[src/rtl/shifter_arbiter.sv]
`default_nettype none
// ============================================================================
// Module   : shifter_arbiter
// Brief    : Two-requester round-robin front end sharing one barrel shifter,
//            with a single-entry result register. Macro SHIFTER_ARB_PIPE_EN
//            enables back-to-back accepts while the result is being drained.
// Revision : 1.0 - initial release
// ============================================================================

module shifter_arbiter_barrel (
    input  logic [31:0] data_i,
    input  logic [2:0]  op_i,
    input  logic [4:0]  cnt_i,
    output logic [31:0] data_o,
    output logic        err_o
);
    localparam logic [2:0] c_OP_PASS = 3'b000;
    localparam logic [2:0] c_OP_LSR  = 3'b001;
    localparam logic [2:0] c_OP_LSL  = 3'b010;
    localparam logic [2:0] c_OP_ROR  = 3'b011;
    localparam logic [2:0] c_OP_ASR  = 3'b100;
    localparam logic [2:0] c_OP_ASL  = 3'b101;

    logic [31:0] w_lsr;
    logic [31:0] w_lsl;
    logic [31:0] w_ror;
    logic [31:0] w_asr;

    always_comb begin
        w_lsr = data_i >> cnt_i;
        w_lsl = data_i << cnt_i;
        // A shift by the full width yields zero, so cnt=0 rotates to data unchanged.
        w_ror = (data_i >> cnt_i) | (data_i << (6'd32 - {1'b0, cnt_i}));
        w_asr = $unsigned($signed(data_i) >>> cnt_i);
        data_o = '0;
        err_o  = 1'b0;
        case (op_i)
            c_OP_PASS: data_o = data_i;
            c_OP_LSR:  data_o = w_lsr;
            c_OP_LSL:  data_o = w_lsl;
            c_OP_ROR:  data_o = w_ror;
            c_OP_ASR:  data_o = w_asr;
            c_OP_ASL:  data_o = w_lsl;
            default: begin
                data_o = '0;
                err_o  = 1'b1;
            end
        endcase
    end
endmodule

module shifter_arbiter (
    input  logic        clk,
    input  logic        rst,
    input  logic        req0_valid,
    output logic        req0_ready,
    input  logic [31:0] req0_data,
    input  logic [2:0]  req0_op,
    input  logic [4:0]  req0_cnt,
    input  logic        req1_valid,
    output logic        req1_ready,
    input  logic [31:0] req1_data,
    input  logic [2:0]  req1_op,
    input  logic [4:0]  req1_cnt,
    output logic        rsp_valid,
    input  logic        rsp_ready,
    output logic        rsp_id,
    output logic [31:0] rsp_data,
    output logic        rsp_err
);
    localparam logic [0:0] c_ST_IDLE = 1'b0;
    localparam logic [0:0] c_ST_HOLD = 1'b1;

    logic [0:0]  state_q;
    logic [0:0]  state_d;
    logic        last_grant_q;
    logic        rsp_id_q;
    logic [31:0] rsp_data_q;
    logic        rsp_err_q;

    logic        w_grant;
    logic        w_rsp_fire;
    logic        w_can_accept;
    logic        w_accept;
    logic [31:0] w_sel_data;
    logic [2:0]  w_sel_op;
    logic [4:0]  w_sel_cnt;
    logic [31:0] w_sh_data;
    logic        w_sh_err;

    // Conflict goes to the requester not served last; otherwise the lone valid one.
    always_comb begin
        if (req0_valid && req1_valid) begin
            w_grant = ~last_grant_q;
        end else begin
            w_grant = req1_valid;
        end
    end

    always_comb begin
        w_rsp_fire = (state_q == c_ST_HOLD) && rsp_ready;
`ifdef SHIFTER_ARB_PIPE_EN
        w_can_accept = !rst && ((state_q == c_ST_IDLE) || w_rsp_fire);
`else
        w_can_accept = !rst && (state_q == c_ST_IDLE);
`endif
        w_accept   = w_can_accept && (w_grant ? req1_valid : req0_valid);
        w_sel_data = w_grant ? req1_data : req0_data;
        w_sel_op   = w_grant ? req1_op   : req0_op;
        w_sel_cnt  = w_grant ? req1_cnt  : req0_cnt;
    end

    shifter_arbiter_barrel u_barrel (
        .data_i (w_sel_data),
        .op_i   (w_sel_op),
        .cnt_i  (w_sel_cnt),
        .data_o (w_sh_data),
        .err_o  (w_sh_err)
    );

    always_ff @(posedge clk) begin
        if (rst) begin
            state_q <= c_ST_IDLE;
        end else begin
            state_q <= state_d;
        end
    end

    always_comb begin
        state_d = state_q;
        case (state_q)
            c_ST_IDLE: if (w_accept) state_d = c_ST_HOLD;
            c_ST_HOLD: if (w_rsp_fire) state_d = w_accept ? c_ST_HOLD : c_ST_IDLE;
            default:   state_d = c_ST_IDLE;
        endcase
    end

    always_comb begin
        rsp_valid  = (state_q == c_ST_HOLD);
        req0_ready = w_can_accept && !w_grant;
        req1_ready = w_can_accept && w_grant;
    end

    // The result register only loads on accept, so a stalled consumer sees it frozen.
    always_ff @(posedge clk) begin
        if (rst) begin
            last_grant_q <= 1'b1;
            rsp_id_q     <= 1'b0;
            rsp_data_q   <= '0;
            rsp_err_q    <= 1'b0;
        end else if (w_accept) begin
            last_grant_q <= w_grant;
            rsp_id_q     <= w_grant;
            rsp_data_q   <= w_sh_data;
            rsp_err_q    <= w_sh_err;
        end
    end

    assign rsp_id   = rsp_id_q;
    assign rsp_data = rsp_data_q;
    assign rsp_err  = rsp_err_q;
endmodule

`default_nettype wire

[config.mk]
export PLATFORM = sky130hd
export DESIGN_NAME = shifter_arbiter
export DESIGN_NICKNAME = d
export VERILOG_FILES = /design/src/rtl/shifter_arbiter.sv
export SDC_FILE = /design/constraint.sdc
export NUM_CORES = 1
export LEC_CHECK = 0
export CAP_MARGIN = 20
export CORE_MARGIN = 2
export CORE_UTILIZATION = 55
export CTS_CLUSTER_DIAMETER = 30
export CTS_CLUSTER_SIZE = 10
export DETAILED_ROUTE_END_ITERATION = 10
export PLACE_DENSITY = 0.91
export SYNTH_ARGS = -nofsm -noshare
export SYNTH_HDL_FRONTEND = slang
export SYNTH_SLANG_ARGS = --single-unit
[constraint.sdc]
create_clock -name clk -period 3.9 [get_ports clk]
set_clock_uncertainty 0.1 [all_clocks]
set_input_delay 0.78 -clock clk [delete_from_list [all_inputs] [get_ports clk]]
set_output_delay 0.78 -clock clk [all_outputs]
set_load 0.02 [all_outputs]
==> summary.txt, run 1 <==
Yosys
  • Most frequent cell after synthesis: mux2i_1
  • Syn Inst Count: 1252
  • Syn Nets: 1337
  • Synth warn: 0
  • Largest cells by area after synthesis: mux2i_1 28%, dfxtp_1 7.8%, nand2_1 6.9%
  • Synth Area per Inst: 7.39 um^2
  • Top cell type's share of synthesized area: 0.280
  • Primary flip-flop cell chosen by synthesis mapping: dfxtp_1
  • Flop and latch count out of synthesis: 36
  • Number of synthesized flops with an enable pin: 0
  • Post-Syn Area: about 0.0092 mm^2
  • Synth cell types: 83
  • Ys async rst share: 0
  • Sequential element share of the synthesized area: 0.0779
  • Synth top cells by count: 259 x mux2i_1, 170 x nand2_1, 95 x a21oi_1
  • Synth area leader: mux2i_1

Clocking
  • Post-CTS Resized: 0
  • H-tree depth: 2
  • Num CTS Buffers: 5
  • Clk root buf: clkbuf_16
  • Postcts setup bufs: 0
  • Clock Sinks: 36
  • Max Root-Sink Buffers: 2
  • # hold bufs at CTS: 0

Floorplan
  • # IOs: roughly 120
  • Die width: 134 um
  • Row cnt: 47
  • Initial cell density of the core: 0.560
  • Die height: 134 um

Global route
  • Total grt overflow: approximately 160
  • Largest net degree at the start of global routing: 43
  • GRT Util Overall: 0.787

Placed design
  • Placed cell count: 1734
  • Routability cong.: 1.49
  • Hpwl dp: 39700 um
  • IO Port Bufs: 121

Timing
  • Worst EP kind: register input
  • Worst endpoint from the post-global-route timing repair: rsp_data[6]$_SDFFE_PP0P_/D

Status
  • First Err: [ERROR GRT-0232] Routing congestion too high. Check the congestion heatmap in the GUI.
  • Status: aborted with a tool error
  • Stopped at: global routing (5_1_grt)
per-stage QoR:
step / setup TNS (ns) / area [um^2] / setup WS (ns) / hold WS (ns)
4_1_cts: 0 / 12400 / 0.0176 / 0.352
2_1_floorplan: 0 / 9250 / 0.658 / 0.421
3_3_place_gp: -0.414 / 12200 / -0.131 / 0.335
3_5_place_dp: -1.75 / 12200 / -0.157 / 0.340
layer usage:
layer | track usage | GRT overflow
met3 | 0.677 | 10
met4 | 0.775 | 53
met2 | 0.925 | 91
met1 | 0.776 | 8
met5 | 0.439 | 0
cell families after synthesis:
kind of cell              share of synthesized area
AOI/OAI and AO/OA                             0.286
xor gates and xnor gates                    0.00879
buffers and inverters                        0.0713
DFF                                          0.0779
muxes                                         0.372
and+or+nand+nor                               0.184
==> inputs of run 2 (changes only) <==
- CORE_UTILIZATION: 55 -> 40
- CTS_CLUSTER_DIAMETER: 30 -> default
- CTS_CLUSTER_SIZE: 10 -> default
- PLACE_DENSITY: 0.91 -> default
- PLACE_DENSITY_LB_ADDON: default -> 0.15
==> run 2 against run 1 <==
Compared with the run above:
- synthesized area stayed put
- the run now ends clean
- synthesized cell count stayed put
==> summary.txt, run 2 <==
Status
  • Status: finished, final reports clean (was aborted with a tool error)

Timing
  • Worst-Margin Slew: 0.837 ns
  • Worst slew margin: 0.437
  • Final setup violation count: 0
  • Fin. max-slew vios: 0
  • Maximum clock frequency: 259 MHz
  • Fin crit share: 0.992
  • Hold Violations, Final: 0
  • Unrepaired setup endpoints after global routing: false
  • Min Tclk post-route: 3.87 ns
  • PnR worst setup slack: between 0.03 and 0.04 ns

Global route
  • Initial antenna violation count: 1
  • First-pass GRT wire length: 84500 um
  • Largest net degree at the start of global routing: 32
  • GRT Util Overall: 0.474
  • Total grt overflow: 0
  • Vias in the first global route: 12300

Placed design
  • Routability cong.: 1.19 (was 1.49)
  • Placed Area: 0.0129 mm^2 (was 0.0122 mm^2)
  • Placed cell count: 1873 (was 1734)
  • Pre-CTS setup slack: -0.441 ns (was -0.157 ns)
  • Hpwl dp: 47300 um (was 39700 um)
  • IO Port Bufs: 121 (unchanged)

Cells and area
  • Max reg flops: 32
  • Layout cell share with drive strength beyond 1: 0.277
  • FILL cells: 2134
  • Most frequent cells in the layout: 314 x buf_4, 255 x mux2i_1, 170 x nand2_1, 118 x clkdlybuf4s50_1, 93 x a21oi_1
  • Final Cell Area: 0.0132 mm^2
  • Most common cell after layout, fill and taps aside: buf_4
  • Finished Layout Cells: 1888
  • Register area: 721 um^2
  • Syn-to-layout area delta: 42.7%
  • NumNets Final: around 1700
  • Area occupied by multi-input gates: 0.00796 mm^2

Worst setup path
  • Critical path capture point type: register
  • CP Max Fanout: 20
  • Worst Path Arrival: 3.96 ns
  • Kind of critical path: input pin to register
  • CP required: ~4 ns
  • CP Launch Type: input pin

Yosys
  • Syn Inst Count: 1252 (unchanged)
  • Largest cells by area after synthesis: mux2i_1 28%, dfxtp_1 7.8%, nand2_1 6.9% (unchanged)
  • Number of synthesized flops with an enable pin: 0 (unchanged)
  • Synth Area per Inst: 7.39 um^2 (unchanged)
  • Sequential element share of the synthesized area: 0.0779 (unchanged)
  • Ys async rst share: 0 (unchanged)
  • Synth warn: 0 (unchanged)
  • Synth cell types: 83 (unchanged)
  • Syn Nets: 1337 (unchanged)
  • Synth area leader: mux2i_1 (unchanged)
  • Top cell type's share of synthesized area: 0.280 (unchanged)
  • Synth top cells by count: 259 x mux2i_1, 170 x nand2_1, 95 x a21oi_1 (unchanged)
  • Flop and latch count out of synthesis: 36 (unchanged)
  • Primary flip-flop cell chosen by synthesis mapping: dfxtp_1 (unchanged)
  • Most frequent cell after synthesis: mux2i_1 (unchanged)
  • Post-Syn Area: 0.00925 mm^2 (unchanged)

Routing
  • Detailed Route Iter0 Violations: 2133
  • DR pass1 iterations: 6
  • Via/cell ratio: just under 7
  • Vias: 12900
  • Avg WL per Cell: 31.1 um
  • Number of routed nets with antenna violations: 0
  • Residual DRC: 0
  • WL final: just under 60000 um

Clocking
  • Clock Sinks: 36 (unchanged)
  • CTS clk-pin slew, worst paths: 0.06 ns
  • Num CTS Buffers: 5 (unchanged)
  • Later-pin clock latency in the skew report: about 0.30 ns
  • CTS tree: yes
  • H-tree depth: 2 (unchanged)
  • Max Root-Sink Buffers: 2 (unchanged)
  • Clk root buf: clkbuf_16 (unchanged)

Floorplan
  • Initial cell density of the core: 0.408 (was 0.560)
  • Die height: 156 um (was 134 um)
  • Die Area: approximately 0.024 mm^2
  • # IOs: 122 (unchanged)
  • Die width: 156 um (was 134 um)
  • Row cnt: 55 (was 47)
  • Core area: roughly 0.023 mm^2

Pwr
  • P_leak: approximately 5.7 nW
  • Pwr dens: about 280 mW/mm^2
  • Peak VDD IR: between 0.15 and 0.2 mV

Flow run
  • Max-cap viol count: 0

Hold path
  • Min-Delay Path Class: register to register
==> run 2: report_power, final <==
group	switching, mW	internal (mW)
Sequential	0.0297	0.397
Combinational	1.59	1.15
Clock	0.200	0.302
==> run 2: critical path, stage by stage <==
cell and delay (ns):
clkdlybuf4s50_1 0.51, a21boi_4 0.23, buf_12 0.18, buf_12 0.12, mux2_2 0.35, buf_12 0.17
buf_4 0.20, nor2_1 0.49, a22oi_1 0.20, buf_4 0.19, o221ai_1 0.18, a21oi_1 0.06
a221oi_1 0.27
==> run 2: kinds of logic (layout without fill, tap and decap cells) <==
kind of cell / after synthesis / after routing / synth area share
DFF: 36 / 36 / 0.0779
xor gates and xnor gates: 5 / 5 / 0.00879
other: 0 / 1 / 0
and+or+nand+nor: 378 / 378 / 0.184
buffers and inverters: 118 / 468 / 0.0713
muxes: 325 / 325 / 0.372
AOI/OAI and AO/OA: 390 / 390 / 0.286
==> run 2: final timing paths <==
kind | slack [ns] | endpoint | cells after the start | from
hold reg to reg | 0.36 | rsp_data[5] | 2 | rsp_data[5]
setup reg to reg | 0.71 | rsp_data[11] | 12 | last_grant_q
hold / removal | 0.36 | rsp_data[5] | 2 | rsp_data[5]
setup / recovery | 0.03 | rsp_data[11] | 13 | req1_valid
==> run 2: final cells by class <==
type / instances / share of cell area
diodes: 1 / 0.000190
clock buffers: 6 / 0.00977
clock inverters: 2 / 0.00266
inverters: 4 / 0.00114
multi-input cells: 1098 / 0.604
flip-flops and latches: 36 / 0.0546
well taps: 285 / 0.0270
repair buffers: 456 / 0.301
==> run 2: repair_timing <==
action                     4_1_cts  5_1_grt
gates resized for setup          3       14
setup endpoints to repair        2       16
pin swaps                        0        1
hold buffers                     0        0
buffers inserted                 0        6
==> run 2: layer usage <==
layer,vias to the layer above,part of all wire,track usage
met2,1108,0.40,0.672
met3,230,0.14,0.149
li1,5520,-,-
met5,-,0,0
met1,6086,0.40,0.630
met4,0,0.071,0.266
==> run 2: through the flow <==
step | util | total power, mW | hold slack, ns | setup TNS (ns)
3_5_place_dp | 0.569 | 2.99 | 0.352 | -3.83
5_1_grt | 0.583 | 3.73 | 0.388 | 0
6_report | 0.583 | 3.66 | 0.364 | 0
3_3_place_gp | 0.569 | 2.99 | 0.334 | -3.75
4_1_cts | 0.577 | 3.49 | 0.368 | 0
2_1_floorplan | - | 1.67 | 0.421 | 0
Power figures use the tool's default switching activity.
==> inputs of run 3 (changes only) <==
- CORE_ASPECT_RATIO: default -> 1.1
- SKIP_CTS_REPAIR_TIMING: default -> 1
==> run 3 against run 2 <==
Compared with the run above:
- clock-buffer cell count up 2
- first-iteration DRC count down 5.8%
- critical path depth down 2
- critical path type unchanged
- largest power group unchanged
- highest routed layer is now met5
==> summary.txt, run 3 (synthesis gave the netlist of run 2 again) <==
Status
  • Status: finished, final reports clean (unchanged)

Global route
  • Initial antenna violation count: 4 (was 1)
  • Largest net degree at the start of global routing: 24 (was 32)
  • First-pass GRT wire length: 84700 um (was 84500 um)
  • Vias in the first global route: 12400 (was 12300)
  • GRT Util Overall: 0.478 (was 0.474)
  • Total grt overflow: 0 (unchanged)

Cells and area
  • NumNets Final: 1711 (was 1686)
  • Final Cell Area: 0.0134 mm^2 (was 0.0132 mm^2)
  • Most common cell after layout, fill and taps aside: buf_4 (unchanged)
  • Final core utilization: 0.587 (was 0.583)
  • Syn-to-layout area delta: 44.7% (was 42.7%)
  • FILL cells: 2147 (was 2134)
  • Max reg flops: 32 (unchanged)
  • Layout cell share with drive strength beyond 1: 0.286 (was 0.277)
  • Most frequent cells in the layout: 337 x buf_4, 255 x mux2i_1, 170 x nand2_1, 118 x clkdlybuf4s50_1, 93 x a21oi_1 (was 314 x buf_4, 255 x mux2i_1, 170 x nand2_1, 118 x clkdlybuf4s50_1, 93 x a21oi_1)

Routing
  • Residual DRC: 0 (unchanged)
  • WL final: 60300 um (was 58700 um)
  • Vias: 13200 (was 12900)
  • Detailed Route Iter0 Violations: 2010 (was 2133)
  • Avg WL per Cell: 31.3 um (was 31.1 um)
  • Via/cell ratio: 6.84 (was 6.86)
  • Number of routed nets with antenna violations: 0 (unchanged)
  • DR pass1 iterations: 8 (was 6)

Floorplan
  • Row cnt: 58 (was 55)
  • # IOs: 122 (unchanged)
  • Die Area: 0.0244 mm^2 (about the same)
  • Initial cell density of the core: 0.406 (was 0.408)
  • Core area: 0.0228 mm^2 (was 0.0226 mm^2)
  • Die height: 163 um (was 156 um)
  • Die width: 149 um (was 156 um)

Pwr
  • Pwr dens: 273 mW/mm^2 (was 277 mW/mm^2)
  • P_sw: 1.82 mW (about the same)
  • Int Pwr: 1.83 mW (was 1.85 mW)
  • Reg power frac: 0.116 (was 0.117)
  • P_leak: 5.78 nW (was 5.68 nW)
  • Switching share of power: 0.498 (was 0.496)
  • Clock network fraction of total power: 0.122 (was 0.137)
  • Combinational power share: 0.761 (was 0.746)
  • Tot Pwr: 3.66 mW (about the same)
  • Peak VDD IR: 0.191 mV (about the same)

Timing
  • Final setup violation count: 0 (unchanged)
  • Worst-Margin Slew: 0.789 ns (was 0.837 ns)
  • Hold Violations, Final: 0 (unchanged)
  • Fin. max-slew vios: 0 (unchanged)
  • Fin crit share: 0.990 (was 0.992)
  • Min Tclk post-route: 3.86 ns (was 3.87 ns)
  • Worst slew margin: 0.469 (was 0.437)
  • Unrepaired setup endpoints after global routing: false (unchanged)
  • Maximum clock frequency: 259 MHz (about the same)

Worst setup path
  • Worst r2r path cells: 12 (unchanged)
  • Worst setup startpoint: req1_cnt[1] (was req1_valid)
  • Reg2Reg Setup Slack: 0.62 ns (was 0.71 ns)
  • CP Max Fanout: 6 (was 20)
  • CP required: 3.96 ns (was 3.99 ns)
  • Kind of critical path: input pin to register (unchanged)
  • Worst Path Arrival: 3.93 ns (was 3.96 ns)
  • R2r endpoint: rsp_data[31] (was rsp_data[11])
  • CP Launch Type: input pin (unchanged)
  • FF-to-FF Start: last_grant_q (unchanged)
  • Critical path capture point type: register (unchanged)
  • Crit path to: rsp_data[17] (was rsp_data[11])

Clocking
  • Max Root-Sink Buffers: 2 (unchanged)
  • Clock Sinks: 36 (unchanged)
  • H-tree depth: 2 (unchanged)
  • Num CTS Buffers: 5 (unchanged)
  • CTS clk-pin slew, worst paths: 0.06 ns (about the same)
  • Later-pin clock latency in the skew report: 0.30 ns (about the same)
  • Clk root buf: clkbuf_16 (unchanged)
  • CTS tree: yes (unchanged)

Placed design
  • Hpwl dp: 48900 um (was 47300 um)
  • IO Port Bufs: 121 (unchanged)
  • Placed Area: 0.0131 mm^2 (was 0.0129 mm^2)
  • Routability cong.: 1.13 (was 1.19)

Hold path
  • Min-Delay Path Class: register to register (unchanged)

Flow run
  • Max-cap viol count: 0 (unchanged)
-- run 3: power by group through the flow --
stage	sequential (mW)	clock, mW	combinational, mW
global placement	0.431	0	2.64
global route	0.427	0.456	2.84
floorplan	0.456	0	1.21
finish	0.426	0.448	2.78
detailed placement	0.431	0	2.63
CTS	0.423	0.448	2.64
-- run 3: critical path, stage by stage --
cell             delay [ns]
clkdlybuf4s50_1        0.60
buf_4                  0.24
mux2i_1                0.26
o21ai_0                0.10
o21ai_0                0.55
mux2i_2                0.29
a22oi_1                0.41
nor2_1                 0.08
a2111oi_1              0.34
buf_4                  0.18
a311oi_1               0.08
-- run 3: stage by stage --
stage / TNS, ns / hold slack, ns / cells / worst slack, ns
CTS: 0 / 0.361 / 1921 / 0.0210
global placement: -3.55 / 0.339 / 1913 / -0.331
finish: 0 / 0.359 / 1929 / 0.0378
global route: 0 / 0.375 / 1927 / 0.00763
detailed placement: -3.80 / 0.346 / 1913 / -0.264
floorplan: 0 / 0.421 / 1252 / 0.658
-- run 3: area by class of cell --
type                       instances  area (um^2)  area share
tap                              300          375      0.0281
clock buffer                       8          146      0.0109
inverter                           4         15.0     0.00112
antenna                            2         5.00    0.000374
timing repair buffer             480         4170       0.311
sequential                        36          721      0.0539
multi-input combinational       1099         7950       0.594
-- run 3: worst min path at each step --
stage                            start           end  cells after the start
final                           rsp_id        rsp_id                      1
after CTS                       rsp_id        rsp_id                      1
after global routing            rsp_id        rsp_id                      1
after detailed placement        rsp_id        rsp_id                      1
after floorplan           last_grant_q  last_grant_q                      1
after global placement          rsp_id        rsp_id                      1
-- run 3: per-layer routing --
layer  track usage  part of all wire  wire (um)  vias up
met5             0           0.00038         23        -
met4         0.336             0.088       5300        4
met3         0.111              0.12       7310      291
met2         0.739              0.42      25600     1139
met1         0.583              0.37      22100     6192
li1              -                 -          -     5575
